[src/rtl/rr_arb_mux.sv]
// rr_arb_mux: N-channel round-robin arbitrated multiplexer with per-channel
// valid/ready handshake and a registered output stage.
//
// Ports
//   clk        system clock, rising edge
//   rst_n      asynchronous active-low reset
//   in_valid   per-channel request (bit i = channel i)
//   in_data    packed channel data, channel i at [i*DW +: DW]
//   in_ready   per-channel accept, at most one bit high
//   in_last    per-channel end-of-packet (honoured only with ARB_PKT_LOCK_EN)
//   out_valid  output register holds a valid word
//   out_data   registered data of the granted channel
//   out_sel    registered index of the granted channel
//   out_last   registered in_last of the granted channel (0 without lock)
//   out_ready  downstream accept
//
// Build option: define ARB_PKT_LOCK_EN to enable packet locking, so a
// channel keeps the grant from its first word until its in_last word.
//
// Lock FSM (ARB_PKT_LOCK_EN only)
//   state     | meaning
//   ST_ARB    | free round-robin arbitration between all requesters
//   ST_LOCKED | mid-packet; only lock_ch_q may be granted
module rr_arb_mux #(
    parameter  int NCH  = 4,
    parameter  int DW   = 8,
    localparam int SELW = $clog2(NCH)
) (
    input  logic              clk,
    input  logic              rst_n,
    input  logic [NCH-1:0]    in_valid,
    input  logic [NCH*DW-1:0] in_data,
    output logic [NCH-1:0]    in_ready,
    input  logic [NCH-1:0]    in_last,
    output logic              out_valid,
    output logic [DW-1:0]     out_data,
    output logic [SELW-1:0]   out_sel,
    output logic              out_last,
    input  logic              out_ready
);

    localparam int CW = SELW + 1;

    logic            out_valid_q, out_valid_d;
    logic [DW-1:0]   out_data_q,  out_data_d;
    logic [SELW-1:0] out_sel_q,   out_sel_d;
    logic [SELW-1:0] rr_ptr_q,    rr_ptr_d;

    logic            load;
    logic            xfer;
    logic            grant_vld;
    logic [SELW-1:0] grant_idx;
    logic [SELW-1:0] ptr_next;
    logic [CW-1:0]   cand;
    logic [SELW-1:0] cand_idx;
    logic            eligible;

`ifdef ARB_PKT_LOCK_EN
    typedef enum logic {
        ST_ARB    = 1'b0,
        ST_LOCKED = 1'b1
    } state_t;

    state_t          state_q,   state_d;
    logic [SELW-1:0] lock_ch_q, lock_ch_d;
    logic            out_last_q, out_last_d;
`endif

    assign load = ~out_valid_q | out_ready;

    // Search starts at rr_ptr and wraps at NCH-1, so indices >= NCH are
    // never visited even when NCH is not a power of two.
    always_comb begin
        grant_vld = 1'b0;
        grant_idx = '0;
        cand      = '0;
        cand_idx  = '0;
        eligible  = 1'b0;
        for (int k = 0; k < NCH; k++) begin
            cand = {1'b0, rr_ptr_q} + CW'(k);
            if (cand >= CW'(NCH)) begin
                cand = cand - CW'(NCH);
            end
            cand_idx = cand[SELW-1:0];
            eligible = in_valid[cand_idx];
`ifdef ARB_PKT_LOCK_EN
            if (state_q == ST_LOCKED && cand_idx != lock_ch_q) begin
                eligible = 1'b0;
            end
`endif
            if (!grant_vld && eligible) begin
                grant_vld = 1'b1;
                grant_idx = cand_idx;
            end
        end
    end

    // Gated with rst_n so nothing is accepted while reset is asserted.
    assign xfer = rst_n & load & grant_vld;

    always_comb begin
        in_ready = '0;
        if (xfer) begin
            in_ready[grant_idx] = 1'b1;
        end
    end

    assign ptr_next = (grant_idx == SELW'(NCH - 1)) ? '0 : grant_idx + 1'b1;

    always_comb begin
        out_valid_d = out_valid_q;
        out_data_d  = out_data_q;
        out_sel_d   = out_sel_q;
        rr_ptr_d    = rr_ptr_q;
`ifdef ARB_PKT_LOCK_EN
        state_d     = state_q;
        lock_ch_d   = lock_ch_q;
        out_last_d  = out_last_q;
`endif
        if (load) begin
            out_valid_d = xfer;
        end
        if (xfer) begin
            out_data_d = in_data[grant_idx*DW +: DW];
            out_sel_d  = grant_idx;
`ifdef ARB_PKT_LOCK_EN
            out_last_d = in_last[grant_idx];
            if (in_last[grant_idx]) begin
                // End of packet: release lock and rotate priority.
                state_d  = ST_ARB;
                rr_ptr_d = ptr_next;
            end else begin
                state_d   = ST_LOCKED;
                lock_ch_d = grant_idx;
            end
`else
            rr_ptr_d = ptr_next;
`endif
        end
    end

    always_ff @(posedge clk or negedge rst_n) begin
        if (!rst_n) begin
            out_valid_q <= 1'b0;
            out_data_q  <= '0;
            out_sel_q   <= '0;
            rr_ptr_q    <= '0;
        end else begin
            out_valid_q <= out_valid_d;
            out_data_q  <= out_data_d;
            out_sel_q   <= out_sel_d;
            rr_ptr_q    <= rr_ptr_d;
        end
    end

`ifdef ARB_PKT_LOCK_EN
    always_ff @(posedge clk or negedge rst_n) begin
        if (!rst_n) begin
            state_q    <= ST_ARB;
            lock_ch_q  <= '0;
            out_last_q <= 1'b0;
        end else begin
            state_q    <= state_d;
            lock_ch_q  <= lock_ch_d;
            out_last_q <= out_last_d;
        end
    end

    assign out_last = out_last_q;
`else
    logic unused_in_last;
    assign unused_in_last = ^in_last;
    assign out_last       = 1'b0;
`endif

    assign out_valid = out_valid_q;
    assign out_data  = out_data_q;
    assign out_sel   = out_sel_q;

endmodule
[config.mk]
export PLATFORM = sky130hd
export DESIGN_NAME = rr_arb_mux
export DESIGN_NICKNAME = d
export VERILOG_FILES = /design/src/rtl/rr_arb_mux.sv
export SDC_FILE = /design/constraint.sdc
export NUM_CORES = 1
export LEC_CHECK = 0
export CAP_MARGIN = 20
export CORE_ASPECT_RATIO = 1.4
export CORE_UTILIZATION = 40
export CTS_CLUSTER_SIZE = 25
export DETAILED_ROUTE_END_ITERATION = 10
export GPL_TIMING_DRIVEN = 0
export PLACE_DENSITY_LB_ADDON = 0.2
export SLEW_MARGIN = 10
export SYNTH_ARGS = -nofsm -noshare
export SYNTH_HDL_FRONTEND = slang
export SYNTH_SLANG_ARGS = --single-unit
[constraint.sdc]
create_clock -name clk -period 3.2 [get_ports clk]
set_clock_uncertainty 0.05 [all_clocks]
set_input_delay 0.32 -clock clk [delete_from_list [all_inputs] [get_ports clk]]
set_output_delay 0.32 -clock clk [all_outputs]
set_load 0.01 [all_outputs]
==> results of run 1 <==
## layout by cell type, fill, tap and decap left out, types with 3 or more instances in the layout
master,instances
o211ai_2,8
clkbuf_4,3
and2_1,3
nor2_1,6
dfrtp_1,13
mux2i_1,8
clkdlybuf4s50_1,52
buf_4,3
o31ai_1,8
a21bo_2,8
nand2_1,13
nand4_1,8
## flip-flops by register name, summed over array words and instances (netlist names)
name / count
rr_ptr_q: 2
out_data: 8
out_sel: 2
out_valid: 1
## worst max-delay path, delay by kind of cell
kind          cells  cell delay (ns)
buf+inv           3             1.17
simple gates      4             1.01
## layer usage
metal / vias to the layer above / wire [µm] / global-route usage
li1: 503 / - / -
met1: 505 / 1085 / 0.2409
met2: 34 / 1599 / 0.3804
met3: 0 / 113 / 0.04651
met4: 0 / 0 / 0.01136
met5: - / 0 / 0
## power breakdown
group | switching (mW) | internal, mW | leakage (nW)
clock network | 0.0552 | 0.0483 | 0.0150
logic | 0.268 | 0.329 | 0.524
registers | 0.0549 | 0.233 | 0.159
## logic make-up (layout without fill, tap and decap cells)
group,after synthesis,after routing
simple gates,41,41
compound gates,32,32
flops,13,13
mux,9,9
buf+inv,8,65
other cells,1,1
xor+xnor,1,1
## worst min path at each step
stage	end	cells after the start
3_3_place_gp	out_sel[1]$_DFFE_PN0P_	1
2_1_floorplan	out_data[0]$_DFFE_PN0P_	0
3_5_place_dp	out_sel[1]$_DFFE_PN0P_	1
6_report	out_sel[0]$_DFFE_PN0P_	1
5_1_grt	out_sel[0]$_DFFE_PN0P_	1
4_1_cts	out_sel[0]$_DFFE_PN0P_	1
## timing repair
action	CTS	global route
resized for setup	0	1
endpoints found under the hold margin	0	0
endpoints found under the setup margin	0	2
## cell type report
class / count / share of cell area
buffer: 8 / 0.03209
multi-input combinational: 84 / 0.4018
sequential: 13 / 0.1986
timing repair buffer: 53 / 0.3254
clock buffer: 4 / 0.01604
tap: 34 / 0.02597
==> metrics.txt, run 1 <==
vias in the first global route=968; final instance area=1638 µm²; Max-Cap Viols=0; PD cells=603.4 nW/µm²; Skew-Pair Late Insertion Delay=0.27 ns; status=finished, final reports clean; DR vias=1042; IO Pins=59; R2R cell count=5; XOR/XNOR Fraction of Synth Area=0.008454; largest family of logic cells by synthesized area=compound AO/OA/AOI/OAI gates; worst stage delay on the critical path=0.59 ns; GPL Wtd Cong=0.7310; critical path type=input pin to output port; die height=62.22 µm; Post-CTS Setup Inserts=0; die width=45.01 µm; synth top area cells=dfrtp_1, o211ai_2, a21bo_2; Final Util=0.6775; Synth Area in Compound Gates=0.3104; Post-route DRC=0; Most Frequent Cell on Critical Path=clkdlybuf4s50_1; Setup violations, final=0; layout cells sized above 1=0.2099; Post-CTS Hold Buffers=0; Fin Hold WS=0.01180 ns; total congestion overflow=0; first-pass GRT wire length=4360 µm; CP Data Required Time=2.83 ns; Vias/cell=5.316; Post-Synth Adder-Cell Area=0; CP Launch Type=input pin; DR iter-0 viols=33; Placement Setup Slack=0.1175 ns; asr flop ratio synth=1.000; Yosys warning count=0; drt first pass iters=4; crit-path cells=clkdlybuf4s50_1 > or4_4 > nand3_2 > nor3_1 > clkbuf_2 > and2_1 > clkdlybuf4s50_1; slowest cell on the critical path=or4_4; CP max FO=10; largest net degree at the start of global routing=16; total power=0.9883 mW; # rows=21; mux share of post-synthesis cell area=0.08816; ys flop type=dfrtp_1; top-area cell type share of the netlist area=0.3140; die area=2800 µm²; clk root buf=clkbuf_4; clock sink total=13; final hold violation count=0; register area=325.3 µm²; Clock Pin Slew Worst Setup and Hold Paths=0.08 ns; number of diodes=0; Mapped Avg Cell Area=9.867 µm²; Total Neg Setup Slack=0 ns; unrepaired setup endpoints after global routing=no; WL per Instance=14.28 µm; DRT antenna net count=0; placed instance area=1609 µm²; antenna violations before repair=0; Reg-to-Reg Start=rr_ptr_q[1]$_DFFE_PN0P_; sequential area share after synthesis=0.3140; TritonCTS clock tree=built; Simple-Gate Fraction of Synth Area=0.2246; IO buf count=53; R2R setup slack=1.35 ns; slew margin rel.=0.4886; fin. max-slew vios=0; Worst Setup SP=in_valid[0]; VDD IR max=411.3 µV; WP data arrival=2.50 ns; Syn Inst Count=105; LEAKAGE=0.6982 nW; Least-Margin Pin Slew=0.7671 ns; P&R area growth vs syn=58.09%; syn nets=148; H-tree Lvls=1; Post-synth EDFFs=0; Mapped Area=1036 µm²; Commonest cells post-synth=dfrtp_1, nand2_1; largest area contributor in the netlist=dfrtp_1; total track usage=0.2059; starting density of the core=0.4286; post-placement cell count=192; nets@finish=206; Layout Cells excl Fill=196; Yosys cell types=33; Max Buffers Root-to-Sink=2; Core Area=2417 µm²; Post-DP HPWL=2238 µm; Worst setup EP type=output port; Layout fillers=231; final worst slack=0.3290 ns; Final Critical Period=2.871 ns; Worst R2R End=out_data[5]$_DFFE_PN0P_; multi-input logic area=658.1 µm²; final wirelength=2799 µm; f_max=348.3 MHz; TritonCTS buffer count=3; Final Cycle Share=0.8972; crit path capture=in_ready[2]; path type of the worst min-delay path=input pin to asynchronous set/reset pin; Yosys reg bits=13
Power figures use the tool's default switching activity.
==> run 2, diff against run 1 <==
==> constraint.sdc (replaced) <==
create_clock -name clk -period 3.2 [get_ports clk]
set_clock_uncertainty 0.05 [all_clocks]
set_input_delay 0.64 -clock clk [delete_from_list [all_inputs] [get_ports clk]]
set_output_delay 0.64 -clock clk [all_outputs]
set_load 0.01 [all_outputs]
==> run 2 against run 1 <==
Against the previous run: die area did not move; largest power group unchanged; critical path depth did not move; clock power barely moved; sequential power barely moved; clock-buffer cell count did not move; cell count rose by 1.0%; critical endpoint is now in_ready[1]; first-iteration DRC count rose by 24%.
==> metrics.txt, run 2 (same netlist as run 1, synthesis figures left out) <==
P_sw=0.3908 mW (+3.4%); CP max FO=10 (unchanged); Final Critical Period=3.075 ns (+0.2044 ns); GPL Wtd Cong=0.7310 (unchanged); die height=62.22 µm (unchanged); Skew-Pair Late Insertion Delay=0.27 ns (about the same); total track usage=0.2122 (+0.006275); Setup violations, final=0 (unchanged); IO Pins=59 (unchanged); VDD IR max=412.5 µV (+0.28%); Core Area=2417 µm² (unchanged); Comb power frac=0.614 (+0.010); DR WL met3=87 µm (-23%); antenna violations before repair=0 (unchanged); DR iter-0 viols=41 (+24%); final hold violation count=0 (unchanged); register area=325.3 µm² (unchanged); Post-CTS Hold Buffers=0 (unchanged); final wirelength=2875 µm (+2.7%); Max Buffers Root-to-Sink=2 (unchanged); nets@finish=208 (+0.97%); Vias/cell=5.328 (+0.22%); unrepaired setup endpoints after global routing=no; commonest non-fill, non-tap cell in the layout=clkdlybuf4s50_1; path type of the worst min-delay path=input pin to asynchronous set/reset pin; largest net degree at the start of global routing=16 (unchanged); Metal-1 WL=1124 µm (+3.6%); die area=2800 µm² (unchanged); status=finished, final reports clean; die width=45.01 µm (unchanged); Max-Cap Viols=0 (unchanged); multi-input logic area=688.2 µm² (+4.6%); final instance area=1678 µm² (+2.4%); most frequent cells in the layout=clkdlybuf4s50_1, nand2_1, dfrtp_1; Max Used Layer=met3; max FFs per register=8 (unchanged); TritonCTS buffer count=3 (unchanged); DRT antenna net count=0 (unchanged); Final Cycle Share=0.9610 (+0.06387); first-pass GRT wire length=4471 µm (+2.5%); vias in the first global route=997 (+3.0%); Post-route DRC=0 (unchanged); CP Launch Type=input pin; layout cells sized above 1=0.2622 (+0.05232); WP data arrival=2.39 ns (-0.11 ns); TritonCTS clock tree=built; part of the power in registers=0.285 (-0.006); starting density of the core=0.4286 (unchanged); Met2 Wirelength=1663 µm (+4.0%); internal power=0.6291 mW (+3.1%); Clock Pin Slew Worst Setup and Hold Paths=0.08 ns (about the same); f_max=325.2 MHz (-6.6%); number of diodes=0 (unchanged); PD cells=607.9 nW/µm² (+0.74%); # rows=21 (unchanged); WL per Instance=14.52 µm (+1.7%); P&R area growth vs syn=61.96%; clock sink total=13 (unchanged); Final Util=0.6941 (+0.01656); Post-DP HPWL=2238 µm (unchanged); CP Data Required Time=2.51 ns (-0.32 ns); total power=1.020 mW (+3.2%); placed instance area=1609 µm² (unchanged); critical path type=input pin to output port; DR vias=1055 (+1.2%); fin. max-slew vios=0 (unchanged); H-tree Lvls=1 (unchanged); total congestion overflow=0 (unchanged); Worst setup EP type=output port; drt first pass iters=4 (unchanged); LEAKAGE=0.7320 nW (+4.8%); Sw Share=0.3832 (+0.0008276); clk root buf=clkbuf_4; Layout fillers=222 (-3.9%); IO buf count=53 (unchanged); clock share of power=0.101 (-0.004)
-- run 2: cell types whose count changed in the layout (fill, tap and decap cells not counted) --
cell	previous run	this run
clkdlybuf4s50_1	52	47
buf_8	0	1
clkdlybuf4s15_2	0	1
nor3_1	1	0
nor3_4	0	1
nand3_4	0	1
a21oi_2	0	1
nand2b_1	2	1
clkbuf_2	1	3
buf_4	3	5
nand2b_4	0	1
dlygate4sd2_1	0	1
nand3_2	2	1
a21oi_1	1	0
-- run 2: repair_timing --
action / in CTS / in global routing
endpoints found under the hold margin: 0 / 0
pin swaps: 2 / 2
setup buffers: 3 / 0
resized for setup: 13 / 8
setup endpoints to repair: 4 / 4
-- run 2: metal layers --
| layer | up-vias | global-route usage |
|---|---|---|
| met5 | - | 0 |
| met1 | 519 | 0.2427 |
| met2 | 24 | 0.3986 |
| met3 | 0 | 0.04651 |
| li1 | 512 | - |
| met4 | 0 | 0.01136 |
-- run 2: path summary, 6_finish.rpt --
path | slack, ns | end | start | cells past startpoint
worst max-delay path | 0.12 | in_ready[1] | out_ready | 7
worst min-delay path | 0.32 | out_data[4]$_DFFE_PN0P_ | rst_n | 1
worst max register to register | 1.31 | out_data[5]$_DFFE_PN0P_ | rr_ptr_q[1]$_DFFE_PN0P_ | 7
worst min register to register | 0.43 | out_sel[1]$_DFFE_PN0P_ | out_sel[1]$_DFFE_PN0P_ | 1
max in group asynchronous | 2.49 | rr_ptr_q[1]$_DFFE_PN0P_ | rst_n | 1
min in group clk | 0.43 | out_sel[1]$_DFFE_PN0P_ | out_sel[1]$_DFFE_PN0P_ | 1
-- run 2: stage by stage --
| step | TNS, ns | setup WS [ns] | instances | hold slack (ns) |
|---|---|---|---|---|
| after floorplan | 0 | 0.8305 | 105 | 0.2944 |
| after global placement | -1.738 | -0.4823 | 192 | 0.4112 |
| after detailed placement | -1.868 | -0.5225 | 192 | 0.4148 |
| after CTS | 0 | 0.01237 | 198 | 0.3267 |
| after global routing | 0 | 0.006560 | 198 | 0.3329 |
| final | 0 | 0.1247 | 198 | 0.3241 |
-- run 2: area by class of cell --
cell class | instances | area share
clock buffer | 4 | 0.01566
tap | 34 | 0.02535
multi-input combinational | 84 | 0.4101
buffer | 7 | 0.03281
timing repair buffer | 56 | 0.3221
sequential | 13 | 0.1939
-- run 2: worst max-delay path, cell delays in order --
cell and delay (ns):
clkdlybuf4s50_1 0.45, nand2b_4 0.13, nand3_4 0.12, or2_1 0.26, buf_6 0.15, nor2_1 0.08, clkdlybuf4s50_1 0.54
-- run 2: power by group through the flow --
stage / clock [mW] / combinational, mW / sequential (mW)
2_1_floorplan: 0 / 0.333 / 0.310
3_3_place_gp: 0 / 0.585 / 0.288
3_5_place_dp: 0 / 0.597 / 0.292
4_1_cts: 0.106 / 0.629 / 0.289
5_1_grt: 0.113 / 0.668 / 0.298
6_report: 0.103 / 0.627 / 0.290
==> run 3, diff against run 2 <==
--- a/config.mk
+++ b/config.mk
@@ -12,7 +12,7 @@
 export DETAILED_ROUTE_END_ITERATION = 10
 export GPL_TIMING_DRIVEN = 0
 export PLACE_DENSITY_LB_ADDON = 0.2
-export SLEW_MARGIN = 10
+export SLEW_MARGIN = 15
 export SYNTH_ARGS = -nofsm -noshare
 export SYNTH_HDL_FRONTEND = slang
 export SYNTH_SLANG_ARGS = --single-unit
==> results of run 3 <==
Same layout as run 2: the final DEF is identical, and so are final timing and power.
